<file path="src/rtl/svm_pkg.sv">
// Shared types and helpers for the SVM emotion-classification sequencer.
package svm_pkg;

    typedef enum logic [2:0] {
        ST_IDLE,
        ST_ISSUE_V,
        ST_ISSUE_A,
        ST_WAIT_DONE,
        ST_RESULT
    } svm_seq_state_t;

    localparam logic MODEL_VALENCE = 1'b0;
    localparam logic MODEL_AROUSAL = 1'b1;

    // Bits needed to hold values 0..value-1, never less than one.
    function automatic int ceilLog2(input int value);
        int r;
        int v;
        r = 0;
        v = value - 1;
        for (int i = 0; i < 31; i++) begin
            if (v > 0) begin
                r++;
                v = v >>> 1;
            end
        end
        return (r < 1) ? 1 : r;
    endfunction

endpackage

</file>
<file path="src/rtl/svm_seq_watchdog.sv">
// Clearable saturating cycle counter; flags expiry once LIMIT-1 is reached.
module svm_seq_watchdog #(
    parameter int LIMIT = 1024,
    parameter int W     = 10
) (
    input  logic clk,
    input  logic rst,
    input  logic clr,
    input  logic en,
    output logic expired
);

    localparam logic [W-1:0] LAST = W'(LIMIT - 1);

    logic [W-1:0] count;

    always_ff @(posedge clk) begin
        if (rst || clr) begin
            count <= '0;
        end else if (en && (count != LAST)) begin
            count <= count + 1'b1;
        end
    end

    // Only meaningful while the sequencer is actually waiting on the engine.
    assign expired = en && (count == LAST);

endmodule

</file>
<file path="src/rtl/svm_sequencer.sv">
// Runs one sample through the shared SVM engine: valence issue, arousal issue, collect.
// Optional watchdog enabled by defining SVM_SEQ_TIMEOUT_EN.
module svm_sequencer
    import svm_pkg::*;
#(
    parameter int NBITS       = 5,
    parameter int F_WIDTH     = 1,
    parameter int TIMEOUT     = 1024,
    parameter int LOG_TIMEOUT = ceilLog2(TIMEOUT)
) (
    input  logic                              clk,
    input  logic                              rst,
    input  logic signed [NBITS*F_WIDTH-1:0]   in_features,
    input  logic                              in_valid,
    output logic                              in_ready,
    output logic signed [NBITS*F_WIDTH-1:0]   eng_features,
    output logic                              model_sel,
    output logic                              eng_valid,
    input  logic                              eng_ready,
    input  logic                              eng_dout_valid,
    input  logic                              eng_valence,
    input  logic                              eng_arousal,
    output logic                              eng_flush,
    output logic                              out_valence,
    output logic                              out_arousal,
    output logic                              out_error,
    output logic                              out_valid,
    input  logic                              out_ready,
    output logic                              busy
);

    svm_seq_state_t state, state_nxt;

    logic accept;
    logic valence_hs;
    logic capture;
    logic timeout_hit;
    logic wd_expired;

    always_ff @(posedge clk) begin
        if (rst) begin
            state <= ST_IDLE;
        end else begin
            state <= state_nxt;
        end
    end

    always_comb begin
        state_nxt   = state;
        accept      = 1'b0;
        valence_hs  = 1'b0;
        capture     = 1'b0;
        timeout_hit = 1'b0;
        in_ready    = 1'b0;
        eng_valid   = 1'b0;
        out_valid   = 1'b0;
        busy        = (state != ST_IDLE);
        case (state)
            ST_IDLE: begin
                // Reset has priority over a sample offered in the same cycle.
                in_ready = !rst;
                if (in_valid && !rst) begin
                    accept    = 1'b1;
                    state_nxt = ST_ISSUE_V;
                end
            end
            ST_ISSUE_V: begin
                eng_valid = 1'b1;
                if (wd_expired) begin
                    timeout_hit = 1'b1;
                    state_nxt   = ST_RESULT;
                end else if (eng_ready) begin
                    valence_hs = 1'b1;
                    state_nxt  = ST_ISSUE_A;
                end
            end
            ST_ISSUE_A: begin
                eng_valid = 1'b1;
                if (wd_expired) begin
                    timeout_hit = 1'b1;
                    state_nxt   = ST_RESULT;
                end else if (eng_ready) begin
                    state_nxt = ST_WAIT_DONE;
                end
            end
            ST_WAIT_DONE: begin
                // A real answer beats a watchdog expiry in the same cycle.
                if (eng_dout_valid) begin
                    capture   = 1'b1;
                    state_nxt = ST_RESULT;
                end else if (wd_expired) begin
                    timeout_hit = 1'b1;
                    state_nxt   = ST_RESULT;
                end
            end
            ST_RESULT: begin
                out_valid = 1'b1;
                if (out_ready) begin
                    state_nxt = ST_IDLE;
                end
            end
            default: begin
                state_nxt = ST_IDLE;
            end
        endcase
    end

    // Bank select flips only on handshake edges so the parameter mux is stable under eng_valid.
    always_ff @(posedge clk) begin
        if (rst) begin
            eng_features <= '0;
            model_sel    <= MODEL_VALENCE;
            out_valence  <= 1'b0;
            out_arousal  <= 1'b0;
        end else begin
            if (accept) begin
                eng_features <= in_features;
                model_sel    <= MODEL_VALENCE;
            end else if (valence_hs) begin
                model_sel <= MODEL_AROUSAL;
            end
            if (capture) begin
                out_valence <= eng_valence;
                out_arousal <= eng_arousal;
            end else if (timeout_hit) begin
                out_valence <= 1'b0;
                out_arousal <= 1'b0;
            end
        end
    end

`ifdef SVM_SEQ_TIMEOUT_EN
    logic wd_en;

    assign wd_en = (state == ST_ISSUE_V) || (state == ST_ISSUE_A) || (state == ST_WAIT_DONE);

    svm_seq_watchdog #(
        .LIMIT (TIMEOUT),
        .W     (LOG_TIMEOUT)
    ) u_watchdog (
        .clk     (clk),
        .rst     (rst),
        .clr     (accept),
        .en      (wd_en),
        .expired (wd_expired)
    );

    always_ff @(posedge clk) begin
        if (rst) begin
            eng_flush <= 1'b0;
            out_error <= 1'b0;
        end else begin
            eng_flush <= timeout_hit;
            if (capture) begin
                out_error <= 1'b0;
            end else if (timeout_hit) begin
                out_error <= 1'b1;
            end
        end
    end
`else
    assign wd_expired = 1'b0;
    assign eng_flush  = 1'b0;
    assign out_error  = 1'b0;
`endif

endmodule

</file>
<file path="config.mk">
export PLATFORM = sky130hd
export DESIGN_NAME = svm_sequencer
export DESIGN_NICKNAME = d
export VERILOG_FILES = /design/src/rtl/svm_pkg.sv /design/src/rtl/svm_seq_watchdog.sv /design/src/rtl/svm_sequencer.sv
export SDC_FILE = /design/constraint.sdc
export NUM_CORES = 1
export LEC_CHECK = 0
export ABC_AREA = 0
export BUFFER_PORTS_ARGS = -buffer_cell sky130_fd_sc_hd__buf_2
export CORE_MARGIN = 1.5
export CORE_UTILIZATION = 43
export CTS_BUF_LIST = sky130_fd_sc_hd__clkbuf_16
export DETAILED_ROUTE_END_ITERATION = 8
export GPL_TIMING_DRIVEN = 0
export PLACE_DENSITY_LB_ADDON = 0.2
export SYNTH_ARGS = -nofsm -noshare
export SYNTH_HDL_FRONTEND = slang
export SYNTH_SLANG_ARGS = --single-unit
</file>
<file path="constraint.sdc">
create_clock -name clk -period 1.4 [get_ports clk]
set_input_delay 0.14 -clock clk [delete_from_list [all_inputs] [get_ports clk]]
set_output_delay 0.14 -clock clk [all_outputs]
set_load 0.03 [all_outputs]
</file>
==> After elaboration in Yosys (flattened, before gate mapping) <==
Index checks and enable logic that the tools add are counted.
{ "word_totals": {"input_bits": 13, "output_inout_bits": 14, "ff_bits": 11} }
{ "op_classes": {"reduce_logical": 7, "n_mux": 17, "n_eq_ne": 9} }
{ "ops": {"columns": ["cell", "n"], "rows": [
  ["$mux W3", 5],
  ["$pmux W3 S5", 1],
  ["$mux W1", 11],
  ["$ne A2 B2 Y1 const B", 5],
  ["$eq A3 B2 Y1 const B", 2],
  ["$reduce_and A5 Y1", 1],
  ["$reduce_or A2 Y1", 2],
  ["$eq A3 B1 Y1 const B", 1],
  ["$eq A3 B3 Y1 const B", 1],
  ["$logic_not A3 Y1", 1],
  ["$reduce_bool A3 Y1", 1],
  ["$logic_and A1 B1 Y1", 1],
  ["$logic_not A1 Y1", 1]
]} }

==> Depth between registers and ports, before layout <==
Gate-level depths: netlist (run 1).
{ "logic_depth": {"depth_word": 5, "ltp_mapped": 4} }

==> Least setup slack after synthesis (run 1) <==
Ideal clock, no wire load.
{ "synth_timing": {"path_kind": "register to register", "start": "reg state[2]", "end": "reg eng_features[0]", "path_stages_with_launch": 4, "synth_period_minus_slack_ns": 1.712, "setup_slack_ns": -0.312, "arrival_ns": 1.589, "t_required_ns": 1.277, "setup_time_ns": 0.123, "path_cell_list": "dfxtp_1 > nor4_2 > nand2_2 > mux2_1"} }
{ "synth_between": {"elab_chain_cells": 2} }
{ "synth_lines": {"columns": ["element", "line_no", "source"], "rows": [
  ["start: declaration", "svm_sequencer.sv:32", "svm_seq_state_t state, state_nxt;"],
  ["start signal: assignment", "svm_sequencer.sv:44", "state <= state_nxt;"],
  ["$logic_not A3 Y1", "svm_sequencer.sv:58", "case (state)"],
  ["$mux W1", "svm_sequencer.sv:58", null],
  ["end signal: assignment", "svm_sequencer.sv:117", "eng_features <= in_features;"],
  ["end: declaration", "svm_sequencer.sv:16", "output logic signed [NBITS*F_WIDTH-1:0] eng_features,"]
]} }
No other way between the ends.
A chain may end at the register's enable or synchronous reset.

==> Final worst setup path (run 1) <==
{ "layout_timing": {"start": "reg state[2]", "end": "reg eng_features[2]"} }
The elaborated chain is that of the path after synthesis.

==> metrics, run 1 <==
DP Wirelength=888.1 um; largest family of logic cells by synthesized area=simple AND/OR/NAND/NOR gates; Post-Synth Simple-Gate Area=27.89%; sequential area share after synthesis=38.34%; routed wl met3=91 um; Post-Route Skew=0.001893 ns; Die W=39.55 um; hold crit path type=in -> reg; setup violators final=0; internal power=0.0008297 W; First-pass DRT Iterations=4; RSZ-0062 raised after global routing=true; crit path DAT=1.50 ns; CTS buffer count=3; Max Root-Sink Buffers=2; WL met2=727 um; fin util=74.79%; total gr overflow=0; VDD IR max=1.083 mV; global-route wire length before repair=2249 um; area fraction in compound gates after synthesis=6.972%; Synth area leader=dfxtp_1; Max Cap Viol=0; Post-Route WL=1449 um; CTS Hold Buffers Added=0; Die Area=1564 um2; P_sw=0.0003068 W; Sw Share=26.99%; pwr dens=1298 nW/um2; Area Growth Syn to Fin=52.51%; crit path cell chain=buf_6 -> nor4_4 -> nand2_2 -> mux2_4; vias per inst=5.136; initial antenna violation count=0; Worst-Skew Late Latency=0.24 ns; met1 wire length=593 um; Synth top area share=38.34%; core area=1171 um2; antenna cell count=0; syn_area_per_cell=9.902 um2; Die Y=39.55 um; initial detailed-routing violation count=11; Post-Synth Adder-Cell Area=0%; ANT nets after route=0; Final #Nets=103; num rows=12; # IOs=27; critical path type=reg -> reg; sequential share of power=30.9%; outcome=finished clean; GPL Wtd Cong=0.7496; Synth warnings=0; CP endpoint kind=register; fin crit period=1.380 ns; CP max FO=5; H-tree depth=1; clock sink count=11; Data required, critical path=1.52 ns; final period utilization=98.57%; routed wire length per instance=14.07 um; highest metal used=met4; CTS clock-pin slew for the worst setup and hold paths=0.04 ns; fin. max-slew vios=0; synthesized instance count=58; # DRC=0; vias in the first global route=486; Worst setup SP type=register; CTS tree=done; synth top area cells=dfxtp_1, mux2_1, nor2b_1; IO Port Bufs=24; fraction of layout cells with a size suffix above 1=56.18%; root buffer cell=clkbuf_16; Clk network pwr share=46.0%; xor/xnor cell area share of the yosys netlist=1.525%; Mapped Area=574.3 um2; Netlist cell types=30; Vias=529; hold_ws=0.1308 ns; P_leak=0.4435 nW; mux cell area share after synthesis=16.99%; Fmax achieved=724.7 MHz; Initial Util=49.04%; endpoints failing hold=0; Slowest cell on crit path=dfxtp_4; Comb pwr share=23.2%; Yosys reg bits=11; total routing usage reported by global routing=23.25%; CP peak stage delay=0.34 ns; largest net degree at the start of global routing=11
==> layout by cell type, fill, tap and decap left out <==
cell type / count
nand2_2: 1
nand2_1: 1
dfxtp_2: 1
or4_1: 1
or3_4: 1
clkbuf_16: 3
nand2b_1: 1
nor3b_1: 2
nor2_1: 4
conb_1: 2
a21oi_1: 3
xnor2_1: 1
nor2b_1: 5
nor4_4: 1
or4b_4: 2
and3b_1: 1
clkbuf_1: 1
o21ai_0: 1
inv_1: 2
buf_2: 23
nor3_1: 1
dfxtp_1: 8
nand2b_2: 1
buf_6: 5
o211ai_2: 1
mux2_2: 1
buf_4: 3
mux2i_1: 3
dfxtp_4: 2
mux2_4: 5
nand4b_1: 1
o31ai_1: 1
==> metrics by stage <==
stage	total power (W)	cell area (um2)	setup TNS, ns	worst slack [ns]	std cells
finish	0.001136	875.8	0	0.02004	103
global route	0.001174	875.8	-0.005491	-0.005491	103
CTS	0.001125	853.3	-0.01050	-0.01050	103
detailed placement	0.0005837	729.5	-0.01771	-0.01771	97
global placement	0.0005775	729.5	0	0.001515	97
floorplan	0.0005200	591.8	-0.2859	-0.05950	59
==> power by group through the flow <==
stage	clock network (W)	logic, W	registers, W
floorplan	0	0.000132	0.000388
global placement	0	0.000222	0.000356
detailed placement	0	0.000226	0.000357
CTS	0.000526	0.000249	0.000350
global route	0.000542	0.000279	0.000353
finish	0.000522	0.000263	0.000351
==> cells in the mapped netlist <==
master	number
o31ai_1	1
nand2_1	1
nor2b_1	5
inv_1	1
mux2_1	5
buf_2	2
o211ai_2	1
a21oi_1	3
conb_1	1
or4b_1	1
buf_6	1
or4b_4	1
nand2b_2	1
and3b_1	1
nor2_1	4
xnor2_1	1
nor4_2	1
nand4b_1	1
or4_1	1
mux2_2	1
nor3_1	1
nand2b_1	1
nor3b_1	2
nand2_2	1
or3_2	1
dfxtp_1	11
clkbuf_1	1
mux2i_1	3
buf_4	2
o21ai_0	1
==> routing by layer <==
layer,vias up,global-route usage [%]
li1,259,-
met1,246,25.78
met2,19,36.48
met3,5,8.523
met4,0,15.52
met5,-,0
==> critical path, delay by kind of cell (launching register included) <==
family / cells / cell delay (ns)
buffers and inverters: 1 / 0.12
and+or+nand+nor: 2 / 0.46
DFF: 1 / 0.34
muxes: 1 / 0.34
==> registers in the layout, indices dropped and copies added, names as in the netlist <==
register      count
out_arousal       1
model_sel         1
out_valence       1
eng_features      5
state             3
==> cells by family after synthesis <==
| family | after synthesis |
|---|---|
| mux | 9 |
| xor+xnor | 1 |
| other cells | 1 |
| buf+inv | 7 |
| simple gates | 23 |
| flops | 11 |
| compound gates | 6 |
==> area by class of cell <==
cell class	instances	area, um2
fillers	89	295.3
clock inverters	1	3.754
repair buffers	26	145.1
well taps	14	17.52
clock buffers	3	75.07
flip-flops and latches	11	229.0
plain buffers	6	52.55
inverters	1	3.754
multi-input cells	41	349.1
==> repair_timing <==
| action | CTS | global route |
|---|---|---|
| buffers inserted | 2 | 0 |
| gates cloned | 0 | 0 |
| endpoints found under the setup margin | 2 | 6 |
| pin swaps | 0 | 4 |
| gates resized for setup | 11 | 6 |
==> final timing paths <==
path                               start                            to  slack, ns  depth (start not counted)
hold reg to reg   model_sel$_SDFFE_PP0P_        model_sel$_SDFFE_PP0P_       0.49                          2
hold / removal            in_features[1]  eng_features[1]$_SDFFE_PP0P_       0.13                          2
setup / recovery   state[2]$_SDFFE_PP0P_  eng_features[2]$_SDFFE_PP0P_       0.02                          4
setup reg to reg   state[2]$_SDFFE_PP0P_  eng_features[2]$_SDFFE_PP0P_       0.02                          4
Power figures use the tool's default switching activity.
==> run 2, diff against run 1 <==
--- a/config.mk
+++ b/config.mk
@@ -12,7 +12,7 @@
 export CTS_BUF_LIST = sky130_fd_sc_hd__clkbuf_16
 export DETAILED_ROUTE_END_ITERATION = 8
 export GPL_TIMING_DRIVEN = 0
-export PLACE_DENSITY_LB_ADDON = 0.2
+export PLACE_DENSITY_LB_ADDON = 0.3
 export SYNTH_ARGS = -nofsm -noshare
 export SYNTH_HDL_FRONTEND = slang
 export SYNTH_SLANG_ARGS = --single-unit
==> run 2 against run 1 <==
Against the previous run:
- clock skew fell by 0.0014 ns
- critical path type unchanged
- maximum frequency rose by 0.86%
- non-clock buffer count rose by 8
- final cell count rose by 7.8%
- cell area rose by 7.4%
- hold slack got worse by 0.022 ns
- wire length fell by 0.69%
- sequential power barely moved
==> metrics, run 2 (synthesis gave the netlist of run 1 again) <==
vias in the first global route=457 (-6.0%); met1 wire length=565 um (-4.7%); antenna cell count=0 (unchanged); CTS Hold Buffers Added=0 (unchanged); fin. max-slew vios=0 (unchanged); CTS clock-pin slew for the worst setup and hold paths=0.04 ns (about the same); commonest non-fill, non-tap cell in the layout=buf_2; Final #Nets=111 (+7.8%); fraction of layout cells with a size suffix above 1=57.73% (+1.6 points); Setup WS pre-CTS=-0.04745 ns (-0.02974 ns); Max Cap Viol=0 (unchanged); Vias=571 (+7.9%); total gr overflow=0 (unchanged); WP buf/inv=2 (+1); Worst setup SP type=register; vias per inst=5.144 (+0.16%); Slowest cell on crit path=or4_4; crit path DAT=1.52 ns (+0.02 ns); endpoints failing hold=0 (unchanged); Data required, critical path=1.55 ns (+0.03 ns); R2R setup slack=0.03 ns (about the same); IO Port Bufs=24 (unchanged); CP peak stage delay=0.50 ns (+0.16 ns); most frequent cells in the layout=buf_2, buf_4, dfxtp_1; core area=1171 um2 (unchanged); # IOs=27 (unchanged); total routing usage reported by global routing=19.86% (-3.4 points); outcome=finished clean; placed cells=97 (unchanged); final period utilization=97.73% (-0.84 points); GPL Wtd Cong=0.7443 (-0.71%); setup violators final=0 (unchanged); biggest regs=eng_features (5), state (3); Die W=39.55 um (unchanged); CP max FO=8 (+3); hold crit path type=in -> reg; root buffer cell=clkbuf_16; highest metal used=met4; Fmax achieved=730.9 MHz (+0.86%); placed cell areas=729.5 um2 (unchanged); initial antenna violation count=0 (unchanged); CP endpoint kind=register; critical path type=reg -> reg; max FFs per register=5 (unchanged); Area Growth Syn to Fin=63.83%; global-route wire length before repair=1966 um (-13%); fin crit period=1.368 ns (-0.01175 ns); Finished Cell Area=940.9 um2 (+7.4%); crit path cell chain=buf_6 -> buf_4 -> or4_4 -> mux2i_1; VDD IR max=0.9818 mV (-9.3%); crit-path leading delay family=simple AND/OR/NAND/NOR gates; ANT nets after route=0 (unchanged); Initial Util=49.04% (unchanged); # DRC=0 (unchanged); H-tree depth=1 (unchanged); routed wire length per instance=12.96 um (-7.8%); Max Root-Sink Buffers=2 (unchanged); First-pass DRT Iterations=3 (-1); non-filler cells, final=111 (+7.8%); Post-Route WL=1439 um (-0.69%); CTS buffer count=3 (unchanged); DP Wirelength=779.2 um (-12%); Most flops, register=eng_features; initial detailed-routing violation count=2 (-9); Worst-Skew Late Latency=0.23 ns (about the same); clock sink count=11 (unchanged); Post-Route Skew=0.0005203 ns (-0.001373 ns); largest net degree at the start of global routing=11 (unchanged); num rows=12 (unchanged); fin util=80.34% (+5.6 points); WL met2=728 um (+0.14%); Final WS setup=0.03180 ns (+0.01175 ns); pwr dens=1208 nW/um2 (-6.9%); Die Y=39.55 um (unchanged); setup TNS=0 ns (unchanged); Die Area=1564 um2 (unchanged); P_leak=0.4790 nW (+8.0%); CTS tree=done; RSZ-0062 raised after global routing=true; routed wl met3=80 um (-12%)
## run 2: where the power goes
| part | internal (W) | leakage, nW | switching [W] |
|---|---|---|---|
| clock network | 0.000374 | 0.0423 | 0.000129 |
| registers | 0.000336 | 0.0922 | 0.0000165 |
| logic | 0.000135 | 0.345 | 0.000147 |
## run 2: what timing repair did
item | in CTS | in global routing
endpoints found under the setup margin | 2 | 2
endpoints found under the hold margin | 0 | 0
buffers inserted | 5 | 5
gates resized for setup | 13 | 7
pin swaps | 0 | 2
## run 2: cell type report
class	count	area, um2
timing repair buffer	34	214.0
tap	14	17.52
buffer	6	52.55
clock inverter	1	3.754
multi-input combinational	41	342.8
inverter	1	3.754
fill	71	230.2
sequential	11	231.5
clock buffer	3	75.07
## run 2: final timing paths
path	from	to	cells after the start
worst min-delay path	in_features[3]	eng_features[3]$_SDFFE_PP0P_	2
worst min register to register	model_sel$_SDFFE_PP0P_	model_sel$_SDFFE_PP0P_	2
worst max register to register	state[0]$_SDFFE_PP0P_	state[0]$_SDFFE_PP0P_	4
worst max-delay path	state[0]$_SDFFE_PP0P_	state[0]$_SDFFE_PP0P_	4
## run 2: metal layers
layer / track usage, % / vias to the layer above
met5: 0 / -
met4: 12.93 / 0
met3: 5.114 / 9
met2: 34.43 / 26
met1: 20.69 / 259
li1: - / 277
## run 2: metrics by stage
| step | hold WS, ns | power, W |
|---|---|---|
| after floorplan | 0.2647 | 0.0005200 |
| after global placement | 0.3449 | 0.0005770 |
| after detailed placement | 0.3488 | 0.0005805 |
| after CTS | 0.1067 | 0.001113 |
| after global routing | 0.1077 | 0.001185 |
| final | 0.1083 | 0.001137 |
==> run 3, diff against run 2 <==
--- a/config.mk
+++ b/config.mk
@@ -13,6 +13,7 @@
 export DETAILED_ROUTE_END_ITERATION = 8
 export GPL_TIMING_DRIVEN = 0
 export PLACE_DENSITY_LB_ADDON = 0.3
+export RECOVER_POWER = 50
 export SYNTH_ARGS = -nofsm -noshare
 export SYNTH_HDL_FRONTEND = slang
 export SYNTH_SLANG_ARGS = --single-unit
==> run 3 against run 2 <==
Against the previous run:
- first-iteration DRC count did not move
- global-route usage is the same
- hold slack about the same
- final cell count unchanged
- maximum frequency about the same
- sequential power about the same
- critical endpoint unchanged
- highest routed layer unchanged
==> metrics, run 3 (synthesis gave the netlist of run 1 again) <==
initial detailed-routing violation count=2 (unchanged); GPL Wtd Cong=0.7443 (unchanged); CP max FO=8 (unchanged); Worst setup SP type=register; crit path DAT=1.52 ns (about the same); Post-Route Skew=0.0005203 ns (unchanged); CTS tree=done; RSZ-0062 raised after global routing=true; Final #Nets=111 (unchanged); vias per inst=5.126 (-0.35%); Area Growth Syn to Fin=62.09%; Reg area=231.5 um2 (unchanged); fin crit period=1.368 ns (+0.000002300 ns); crit-path leading delay family=simple AND/OR/NAND/NOR gates; Post-Route WL=1441 um (+0.14%); IO Port Bufs=24 (unchanged); Die Area=1564 um2 (unchanged); crit path cell chain=buf_6 -> buf_4 -> or4_4 -> mux2i_1; clock sink count=11 (unchanged); Fillers=79 (+11%); CTS Hold Buffers Added=0 (unchanged); placed cells=97 (unchanged); num rows=12 (unchanged); CP peak stage delay=0.50 ns (about the same); non-filler cells, final=111 (unchanged); vias in the first global route=457 (unchanged); Setup WS pre-CTS=-0.04745 ns (unchanged); biggest regs=eng_features (5), state (3); outcome=finished clean; WP buf/inv=2 (unchanged); fraction of layout cells with a size suffix above 1=49.48% (-8.2 points); endpoints failing hold=0 (unchanged); Most flops, register=eng_features; # IOs=27 (unchanged); global-route wire length before repair=1966 um (unchanged); Max Cap Viol=0 (unchanged); Initial Util=49.04% (unchanged); total routing usage reported by global routing=19.86% (unchanged); hold_ws=0.1083 ns (-0.00003400 ns); Final WS setup=0.03180 ns (-0.000002300 ns); antenna cell count=0 (unchanged); Worst-Skew Late Latency=0.23 ns (about the same); final period utilization=97.73% (about the same); CP endpoint kind=register; First-pass DRT Iterations=3 (unchanged); routed wire length per instance=12.98 um (+0.14%); DP Wirelength=779.2 um (unchanged); critical path type=reg -> reg; setup violators final=0 (unchanged); initial antenna violation count=0 (unchanged); Max Root-Sink Buffers=2 (unchanged); core area=1171 um2 (unchanged); hold crit path type=in -> reg; largest net degree at the start of global routing=11 (unchanged); CTS clock-pin slew for the worst setup and hold paths=0.04 ns (about the same); total gr overflow=0 (unchanged); Slowest cell on crit path=or4_4; VDD IR max=0.9765 mV (-0.54%); most frequent cells in the layout=buf_4, buf_2, clkbuf_1; H-tree depth=1 (unchanged); CTS buffer count=3 (unchanged); max FFs per register=5 (unchanged); fin. max-slew vios=0 (unchanged); Multi-input gate area=342.8 um2 (unchanged); pwr dens=1217 nW/um2 (+0.72%); ANT nets after route=0 (unchanged); Fmax achieved=730.9 MHz (about the same); root buffer cell=clkbuf_16; Die W=39.55 um (unchanged); Data required, critical path=1.55 ns (about the same); # DRC=0 (unchanged); Vias=569 (-0.35%); Die Y=39.55 um (unchanged); P_leak=0.4464 nW (-6.8%)
==> run 3: changes by cell type in the layout (fill, tap and decap cells not counted) <==
cell	delta
buf_2	-8
clkbuf_1	+8
==> run 3: area by class of cell <==
type / count / share of cell area [%]
Buffer: 6 / 5.645
Sequential cell: 11 / 24.87
Clock inverter: 1 / 0.4032
Multi-Input combinational cell: 41 / 36.83
Clock buffer: 3 / 8.065
Inverter: 1 / 0.4032
Tap cell: 14 / 1.882
Timing Repair Buffer: 34 / 21.91
==> run 3: what timing repair did <==
item | CTS | global route
pin swaps | 0 | 2
setup endpoints to repair | 2 | 2
gates resized for setup | 13 | 7
endpoints found under the hold margin | 0 | 0
setup buffers | 5 | 5
==> run 3: through the flow <==
stage | area [um2] | utilization (%) | TNS [ns] | total power (W)
final | 930.9 | 79.49 | 0 | 0.001133
after detailed placement | 729.5 | 62.29 | -0.04745 | 0.0005805
after floorplan | 591.8 | - | -0.2859 | 0.0005200
after global routing | 930.9 | 79.49 | -0.02986 | 0.001181
after global placement | 729.5 | 62.29 | 0 | 0.0005770
after CTS | 883.3 | 75.43 | -0.001659 | 0.001113
==> run 3: final timing paths <==
check	startpoint	to	slack [ns]	depth (start not counted)
worst max-delay path	state[0]$_SDFFE_PP0P_	state[0]$_SDFFE_PP0P_	0.03	4
worst min-delay path	in_features[3]	eng_features[3]$_SDFFE_PP0P_	0.11	2
worst max register to register	state[0]$_SDFFE_PP0P_	state[0]$_SDFFE_PP0P_	0.03	4
worst min register to register	model_sel$_SDFFE_PP0P_	model_sel$_SDFFE_PP0P_	0.49	2
==> run 3: metal layers <==
metal  global-route usage (%)  part of all wire (%)  up-vias
met3                    5.114                   5.5        9
met2                    34.43                    50       26
met5                        0                     0        -
met4                    12.93                   4.4        0
li1                         -                     -      277
met1                    20.69                    40      257
==> run 3: power breakdown <==
group | internal, W | total, W | switching (W)
clock | 0.000374 | 0.000502 | 0.000129
combinational | 0.000131 | 0.000278 | 0.000147
sequential | 0.000336 | 0.000353 | 0.0000170
